$ cat src/rtl/dport_monitor_if.sv
// Bundle of the data-port capture, readback and status signals between the
// system under test (master) and dport_monitor (slave).
interface dport_monitor_if #(
    parameter int WIDTH      = 8,
    parameter int DEPTH      = 256,
    parameter int MAX_CYCLES = 100
);
    localparam int AW = $clog2(DEPTH);
    localparam int CW = $clog2(MAX_CYCLES + 1);

    logic [WIDTH-1:0] dport_out;
    logic             dport_write;
    logic             done;
    logic [AW-1:0]    rd_addr;
    logic [WIDTH-1:0] rd_data;
    logic [AW:0]      wr_count;
    logic             overflow;
    logic [CW-1:0]    cycles;
    logic             finished;
    logic             timed_out;

    modport master (
        output dport_out, dport_write, done, rd_addr,
        input  rd_data, wr_count, overflow, cycles, finished, timed_out
    );

    modport slave (
        input  dport_out, dport_write, done, rd_addr,
        output rd_data, wr_count, overflow, cycles, finished, timed_out
    );
endinterface

$ cat src/rtl/dport_monitor.sv
// Capture monitor for the system data port: buffers dport_write beats and
// tracks run/drain/finish/timeout around the system done signal.
module dport_monitor #(
    parameter int WIDTH        = 8,
    parameter int DEPTH        = 256,
    parameter int WRAP         = 0,
    parameter int MAX_CYCLES   = 100,
    parameter int DRAIN_CYCLES = 2
) (
    input  logic            clk,
    input  logic            rst,
    dport_monitor_if.slave  bus
);
    localparam int AW  = $clog2(DEPTH);
    localparam int AW1 = AW + 1;
    localparam int CW  = $clog2(MAX_CYCLES + 1);
    localparam int CW1 = CW + 1;
    localparam int DCW = (DRAIN_CYCLES > 0) ? $clog2(DRAIN_CYCLES + 1) : 1;

    typedef enum logic [1:0] {RUN, DRAIN, FINISHED, TIMEOUT} state_t;

    state_t           state_q, state_d;
    logic [AW-1:0]    wp_q, wp_d;
    logic [AW:0]      wr_count_q, wr_count_d;
    logic             overflow_q, overflow_d;
    logic [CW-1:0]    cycles_q, cycles_d;
    logic [DCW-1:0]   drain_q, drain_d;
    logic [WIDTH-1:0] rd_data_q, rd_data_d;
    logic             finished_q, finished_d;
    logic             timed_out_q, timed_out_d;

    logic [WIDTH-1:0] mem [DEPTH];
    logic             mem_we;
    logic             active;
    logic             full;
    logic             at_limit;
    logic [AW-1:0]    rd_phys;

    always_comb begin
        state_d     = state_q;
        wp_d        = wp_q;
        wr_count_d  = wr_count_q;
        overflow_d  = overflow_q;
        cycles_d    = cycles_q;
        drain_d     = drain_q;
        mem_we      = 1'b0;

        active   = (state_q == RUN) || (state_q == DRAIN);
        full     = (wr_count_q == AW1'(DEPTH));
        // >= also covers DRAIN entered on the limit edge, keeping cycles capped
        at_limit = (({1'b0, cycles_q} + CW1'(1)) >= CW1'(MAX_CYCLES));

        if (active && bus.dport_write) begin
            if (!full) begin
                mem_we     = 1'b1;
                wp_d       = wp_q + AW'(1);
                wr_count_d = wr_count_q + AW1'(1);
            end else begin
                overflow_d = 1'b1;
                if (WRAP != 0) begin
                    mem_we = 1'b1;
                    wp_d   = wp_q + AW'(1);
                end
            end
        end

        if (active) begin
            cycles_d = at_limit ? CW'(MAX_CYCLES) : cycles_q + CW'(1);
        end

        case (state_q)
            RUN: begin
                // done outranks a timeout landing on the same edge
                if (bus.done) begin
                    if (DRAIN_CYCLES == 0) begin
                        state_d = FINISHED;
                    end else begin
                        state_d = DRAIN;
                        drain_d = DCW'(DRAIN_CYCLES);
                    end
                end else if (at_limit) begin
                    state_d = TIMEOUT;
                end
            end
            DRAIN: begin
                drain_d = drain_q - DCW'(1);
                if (drain_q == DCW'(1)) begin
                    state_d = FINISHED;
                end else if (at_limit) begin
                    state_d = TIMEOUT;
                end
            end
            default: ;
        endcase

        // Once full in circular mode the oldest entry sits at the write pointer
        rd_phys   = ((WRAP != 0) && full) ? (wp_q + bus.rd_addr) : bus.rd_addr;
        rd_data_d = ({1'b0, bus.rd_addr} < wr_count_q) ? mem[rd_phys] : '0;

        finished_d  = (state_d == FINISHED);
        timed_out_d = (state_d == TIMEOUT);
    end

    always_ff @(posedge clk) begin
        if (rst) begin
            state_q     <= RUN;
            wp_q        <= '0;
            wr_count_q  <= '0;
            overflow_q  <= 1'b0;
            cycles_q    <= '0;
            drain_q     <= '0;
            rd_data_q   <= '0;
            finished_q  <= 1'b0;
            timed_out_q <= 1'b0;
        end else begin
            state_q     <= state_d;
            wp_q        <= wp_d;
            wr_count_q  <= wr_count_d;
            overflow_q  <= overflow_d;
            cycles_q    <= cycles_d;
            drain_q     <= drain_d;
            rd_data_q   <= rd_data_d;
            finished_q  <= finished_d;
            timed_out_q <= timed_out_d;
        end
    end

    always_ff @(posedge clk) begin
        if (!rst && mem_we) begin
            mem[wp_q] <= bus.dport_out;
        end
    end

    assign bus.rd_data   = rd_data_q;
    assign bus.wr_count  = wr_count_q;
    assign bus.overflow  = overflow_q;
    assign bus.cycles    = cycles_q;
    assign bus.finished  = finished_q;
    assign bus.timed_out = timed_out_q;
endmodule

$ cat src/flat_wrapper.sv
// flat-port wrapper written by rule: the top's interface ports become plain ports
module dport_monitor_flat 
#(
    parameter int WIDTH        = 8,
    parameter int DEPTH        = 256,
    parameter int WRAP         = 0,
    parameter int MAX_CYCLES   = 100,
    parameter int DRAIN_CYCLES = 2
)
  (clk, rst, bus_dport_out, bus_dport_write, bus_done, bus_rd_addr, bus_rd_data, bus_wr_count, bus_overflow, bus_cycles, bus_finished, bus_timed_out);
  dport_monitor_if #(.WIDTH(WIDTH), .DEPTH(DEPTH), .MAX_CYCLES(MAX_CYCLES)) bus_i ();
  input  logic clk;
  input  logic rst;
  input wire logic [$bits(bus_i.dport_out)-1:0] bus_dport_out;
  input wire logic [$bits(bus_i.dport_write)-1:0] bus_dport_write;
  input wire logic [$bits(bus_i.done)-1:0] bus_done;
  input wire logic [$bits(bus_i.rd_addr)-1:0] bus_rd_addr;
  output wire logic [$bits(bus_i.rd_data)-1:0] bus_rd_data;
  output wire logic [$bits(bus_i.wr_count)-1:0] bus_wr_count;
  output wire logic [$bits(bus_i.overflow)-1:0] bus_overflow;
  output wire logic [$bits(bus_i.cycles)-1:0] bus_cycles;
  output wire logic [$bits(bus_i.finished)-1:0] bus_finished;
  output wire logic [$bits(bus_i.timed_out)-1:0] bus_timed_out;
  assign bus_i.dport_out = bus_dport_out;
  assign bus_i.dport_write = bus_dport_write;
  assign bus_i.done = bus_done;
  assign bus_i.rd_addr = bus_rd_addr;
  assign bus_rd_data = bus_i.rd_data;
  assign bus_wr_count = bus_i.wr_count;
  assign bus_overflow = bus_i.overflow;
  assign bus_cycles = bus_i.cycles;
  assign bus_finished = bus_i.finished;
  assign bus_timed_out = bus_i.timed_out;
  dport_monitor #(.WIDTH(WIDTH), .DEPTH(DEPTH), .WRAP(WRAP), .MAX_CYCLES(MAX_CYCLES), .DRAIN_CYCLES(DRAIN_CYCLES)) u_core (.clk(clk), .rst(rst), .bus(bus_i));
endmodule
$ cat config.mk
export PLATFORM = sky130hd
export DESIGN_NAME = dport_monitor_flat
export DESIGN_NICKNAME = d
export VERILOG_FILES = /design/src/rtl/dport_monitor_if.sv /design/src/rtl/dport_monitor.sv /design/src/flat_wrapper.sv
export SDC_FILE = /design/constraint.sdc
export NUM_CORES = 2
export LEC_CHECK = 0
export CORE_MARGIN = 1.5
export CORE_UTILIZATION = 40
export CTS_CLUSTER_SIZE = 12
export DETAILED_ROUTE_END_ITERATION = 10
export SYNTH_ARGS = -nofsm -noshare
export SYNTH_HDL_FRONTEND = slang
export SYNTH_SLANG_ARGS = --single-unit
$ cat constraint.sdc
create_clock -name clk -period 7.03 [get_ports clk]
set_input_delay 1.406 -clock clk [delete_from_list [all_inputs] [get_ports clk]]
set_output_delay 1.406 -clock clk [all_outputs]
set_load 0.01 [all_outputs]
Yosys cells after proc, flatten, opt, wreduce, memory -nomap -nowiden

Memory sizes are Yosys's and may differ from the RTL's. A register that Yosys moved wholly into a read port is not among the register bits.
Cells that the tools add are included.
Widths: inputs -> output; s select.

Register bits after elaboration: 31
Memory bits (writable): 2048
Input port bits: 20
Memories: 1

Memories:

| name       | depth | bits a word | read ports | clocked after memory_dff | wr ports | line                | RTL |
|---|---|---|---|---|---|---|---|
| u_core.mem | 256   | 8           | 1          | 1                        | 1        | dport_monitor.sv:32 | `logic [WIDTH-1:0] mem [DEPTH];` |

Add/subtract/negate cells: 5
$lt $le $gt $ge: 2
Equal/unequal tests: 6
Multiplexer cells: 11
Bitwise operators: 2
Reductions and logical operators: 10

Operators by type and width:

| cell                | count |
|---|---|
| $add 9x1->9 const B | 1 |
| $eq 9x9->1 const B  | 1 |
| $lt 8x9->1          | 1 |
| $add 7x1->8 const B | 1 |
| $add 8x1->8 const B | 1 |
| $ge 8x7->1 const B  | 1 |
| $mux 2              | 4 |
| $pmux 2 s2          | 2 |
| $add 7x1->7 const B | 1 |
| $mux 7              | 1 |
| $reduce_and 2->1    | 3 |
| $eq 2x1->1 const B  | 2 |
| $eq 2x2->1 const B  | 2 |
| $mux 1              | 4 |
| $logic_and 1x1->1   | 2 |
| $logic_not 2->1     | 1 |
| $ne 2x2->1 const B  | 1 |
| $not 1->1           | 2 |
| $reduce_bool 2->1   | 1 |
| $reduce_or 2->1     | 1 |
| $sub 2x1->2 const B | 1 |
| $logic_not 1->1     | 1 |
| $logic_or 1x1->1    | 1 |

Logic depth before layout (Yosys ltp)

Depth after elaboration: 7
Mapped depth: 11
Gate-level depth less buffers: 8

Least setup slack after synthesis

Ideal clock, no wire load.

Kind: input -> register
Start point: input bus_dport_write
End point: memory u_core.mem[208][0] (enable)
Library setup time: 0.370 ns
Arrival time: 3.301 ns
Data required time: 6.660 ns
Slack: 3.359 ns
Stages on the path: 6
Path buffers: 1
Cells stage by stage: nor2b_1 a21boi_1 nor4bb_1 nand3_1 clkbuf_1 nor2_1

Cells in the longest elaborated chain, start to end: 5

Ends and longest elaborated chain:

| item                         | line                 | RTL |
|---|---|---|
| start: declaration           | flat_wrapper.sv:15   | `input wire logic [$bits(bus_i.dport_write)-1:0] bus_dport_write;` |
| $logic_and 1x1->1            | dport_monitor.sv:53  | `if (active && bus.dport_write) begin` |
| $mux 1                       | dport_monitor.sv:53  |  |
| $logic_and 1x1->1            | dport_monitor.sv:129 | `if (!rst && mem_we) begin` |
| $mux 1                       | dport_monitor.sv:129 |  |
| $mux 1 (not written as such) | dport_monitor.sv:130 | `mem[wp_q] <= bus.dport_out;` |
| end: declaration             | dport_monitor.sv:32  |  |

No other way between the ends.

Worst setup path in the final report

Start point: input bus_dport_write
End point: memory u_core.mem[235][4] (enable)

Same word-level chain as after synthesis.

==> impl_results.md <==
* Htree depth at 4
* Largest net degree at the start of global routing at around 170
* Hold-fix buffers at CTS at 0
* Die height at 453.1 um
* PostCTS Resize Cnt at 0
* Post-route setup slack at about 2600 ps
* RSZ-0062 raised after global routing: no
* Final-report setup violation count at 0
* Synth Area in XOR/XNOR at less than 1%
* FFs w/ async S/R, synth at 0%
* Peak VDD IR at 0.1988 mV
* Total congestion overflow at 0
* Starting Density at 40.18%
* Final Hold Viols at 0
* Port buffer count at between 40 and 50
* HP Class: flip-flop to flip-flop
* Synth Area in Simple Gates at 2.753%
* Ys Warns at 0
* Setup CP Type: input port to flip-flop
* Mapped Area at 81040 um2
* Die width at approximately 450 um
* Final ANT Viol Nets at 0
* Dpl hpwl at 117500 um
* Initial antenna violation count at 6
* Worst slew pin tran at 1322 ps
* Setup crit start kind: input port
* Final Skew at about 29 ps
* Via density at 5.716
* Sink Count at approximately 2.1k
* Status: finished, final reports clean
* Worst Path Max Fanout at 16
* Max-slew violation count at 0
* Worst path required time at approximately 7500 ps
* Portion of netlist area occupied by mux cells at 14.92%
* Clock-pin slew on the worst setup and hold paths at 60 ps
* Drt first-iter violations at 4503
* First-pass GRT wire length at 286300 um
* Hold path depth at 2
* Worst path arrival time at 4890 ps
* DRC viols at 0
* Num rows at between 150 and 200
* Final min period at 4446 ps
* # IOs at 47
* Largest family of logic cells by synthesized area: multiplexers
* Synth Register Bits at 2087
* Routability cong. at 0.8414
* Worst R2R Setup Slack at 2840 ps
* Clock Tree Buf Depth at 3
* Pre-CTS WS at between 1500 and 2000 ps
* Post-synthesis sequential area ratio at 76.85%
* R2R depth at 6
* Total CTS buffers at ~210
* Sum Neg Setup Slack at 0 ps
* Static leakage at ~0.028 uW
* Clk_lat worst skew at 830 ps
* Commonest non-fill, non-tap cell in the layout: edfxtp_1
* EDFF count, synth at 2048
* Final period utilization at between 60% and 70%
* Synth Area in Compound Gates at between 3 and 4%
* Pwr Density at 276.5 nW/um2
* Root Driver: clkbuf_16
* Gr usage total at between 10% and 20%
* CORE AREA at 201700 um2
* Syn_nets at 4002
* Cells after Synth at 3967
* Placed Instances at 6529
* Headroom to the max-slew limit at 11.75%
* Nets at 4101
* First-pass iteration count of the detailed router at 5
* Max-capacitance violation count at 0
* Highest-count cells in the layout ignoring fill and taps: edfxtp_1 (2048), mux4_2 (403), nor2_1 (310), clkbuf_16 (212), mux2i_1 (208)
* Vias in the first global route at 39.51k
* WL/cell at ~29 um
* Post-CTS Setup Bufs at 0
* CTS tree: built
* Layout cell share with drive strength beyond 1 at between 10% and 20%
* Main synth FF type: edfxtp_1
* Vias at 39.29k
* Non-filler cells, final at 6873
* Synth unique cells at 62
* Synth Area in Adders at 0.2316%
* Avg Cell Area, Syn at approximately 20 um2
* Final wirelength at 197300 um
* Fmax achieved at roughly 0.22 GHz
* Area of the die at 205300 um2
* Area added between synthesis and finish at 11.79%
* CP Capture Type: flip-flop
-- per-stage QoR --
step	utilization [%]	hold slack, ps	power, uW	area [um2]
floorplan	-	462.5	14570	81040
global placement	41.89	472.9	15100	84490
detailed placement	41.89	469.8	15110	84500
CTS	44.91	482.4	25230	90580
global route	44.91	501.8	25740	90580
finish	44.92	479.1	25050	90590
-- synth_stat cells, types with 34 or more instances --
library cell  count  area (um2)
edfxtp_1       2048       61500
mux4_2          403        9076
nor2_1          313        1175
mux2i_1         208        2082
o22ai_1         129       807.0
clkbuf_1        110       412.9
nand2_1          82       307.8
buf_2            56       280.3
a22oi_1          48       360.4
mux2_2           48       540.5
a211oi_1         47       352.8
inv_1            43       161.4
dfxtp_1          39       780.8
a211o_1          34       297.8
-- layout make-up --
cell class	count	area [um2]
sequential	2087	62280
clock inverter	53	429.2
timing repair buffer	125	1308
inverter	43	161.4
fill	16856	111100
tap	2672	3343
clock buffer	286	5653
multi-input combinational	1602	17410
antenna	5	12.51
-- critical path: stages --
cell and delay [ps]:
clkdlybuf4s50_1 450, nor2b_1 230, a21boi_1 200, buf_4 250, nor3b_1 670, nand2_1 820
nor2_1 840
-- logic make-up (layout without fill, tap and decap cells) --
group / count (synthesis) / after routing
flip-flops: 2087 / 2087
multiplexers: 674 / 674
AND/OR/NAND/NOR: 509 / 509
AO/OA/AOI/OAI: 389 / 389
buffers and inverters: 278 / 507
adder cells (fa/ha/maj): 15 / 15
XOR/XNOR: 15 / 15
other: 0 / 5
-- report_power, final --
| group | internal (uW) | switching, uW | leakage [uW] |
|---|---|---|---|
| logic | 393 | 753 | 0.00640 |
| registers | 13700 | 17.7 | 0.0187 |
| clock network | 5760 | 4460 | 0.00295 |
-- sequential cells by signal, summed over array words and instances, names as in the netlist, 2 cells and up, named ones only --
name and cells:
u_core.bus.cycles 7, u_core.bus.wr_count 9, u_core.drain_q 2, u_core.bus.rd_data 8, u_core.wp_q 8, u_core.mem 2048
-- final timing paths --
path	startpoint	end
max	bus_dport_write	u_core.mem[235][4]
min reg2reg	u_core.bus.overflow	u_core.bus.overflow
max reg2reg	flip-flop	u_core.mem[235][4]
min	u_core.bus.overflow	u_core.bus.overflow
-- metal layers --
layer / track usage [%] / share of wire, % / up-vias
met5: 0 / 0.0035 / -
met4: 5.825 / 2.8 / 2
met3: 3.323 / 6.6 / 318
met2: 30.21 / 48 / 1552
met1: 27.42 / 43 / 20831
li1: - / - / 16583
(Power assumes the default switching activity.)
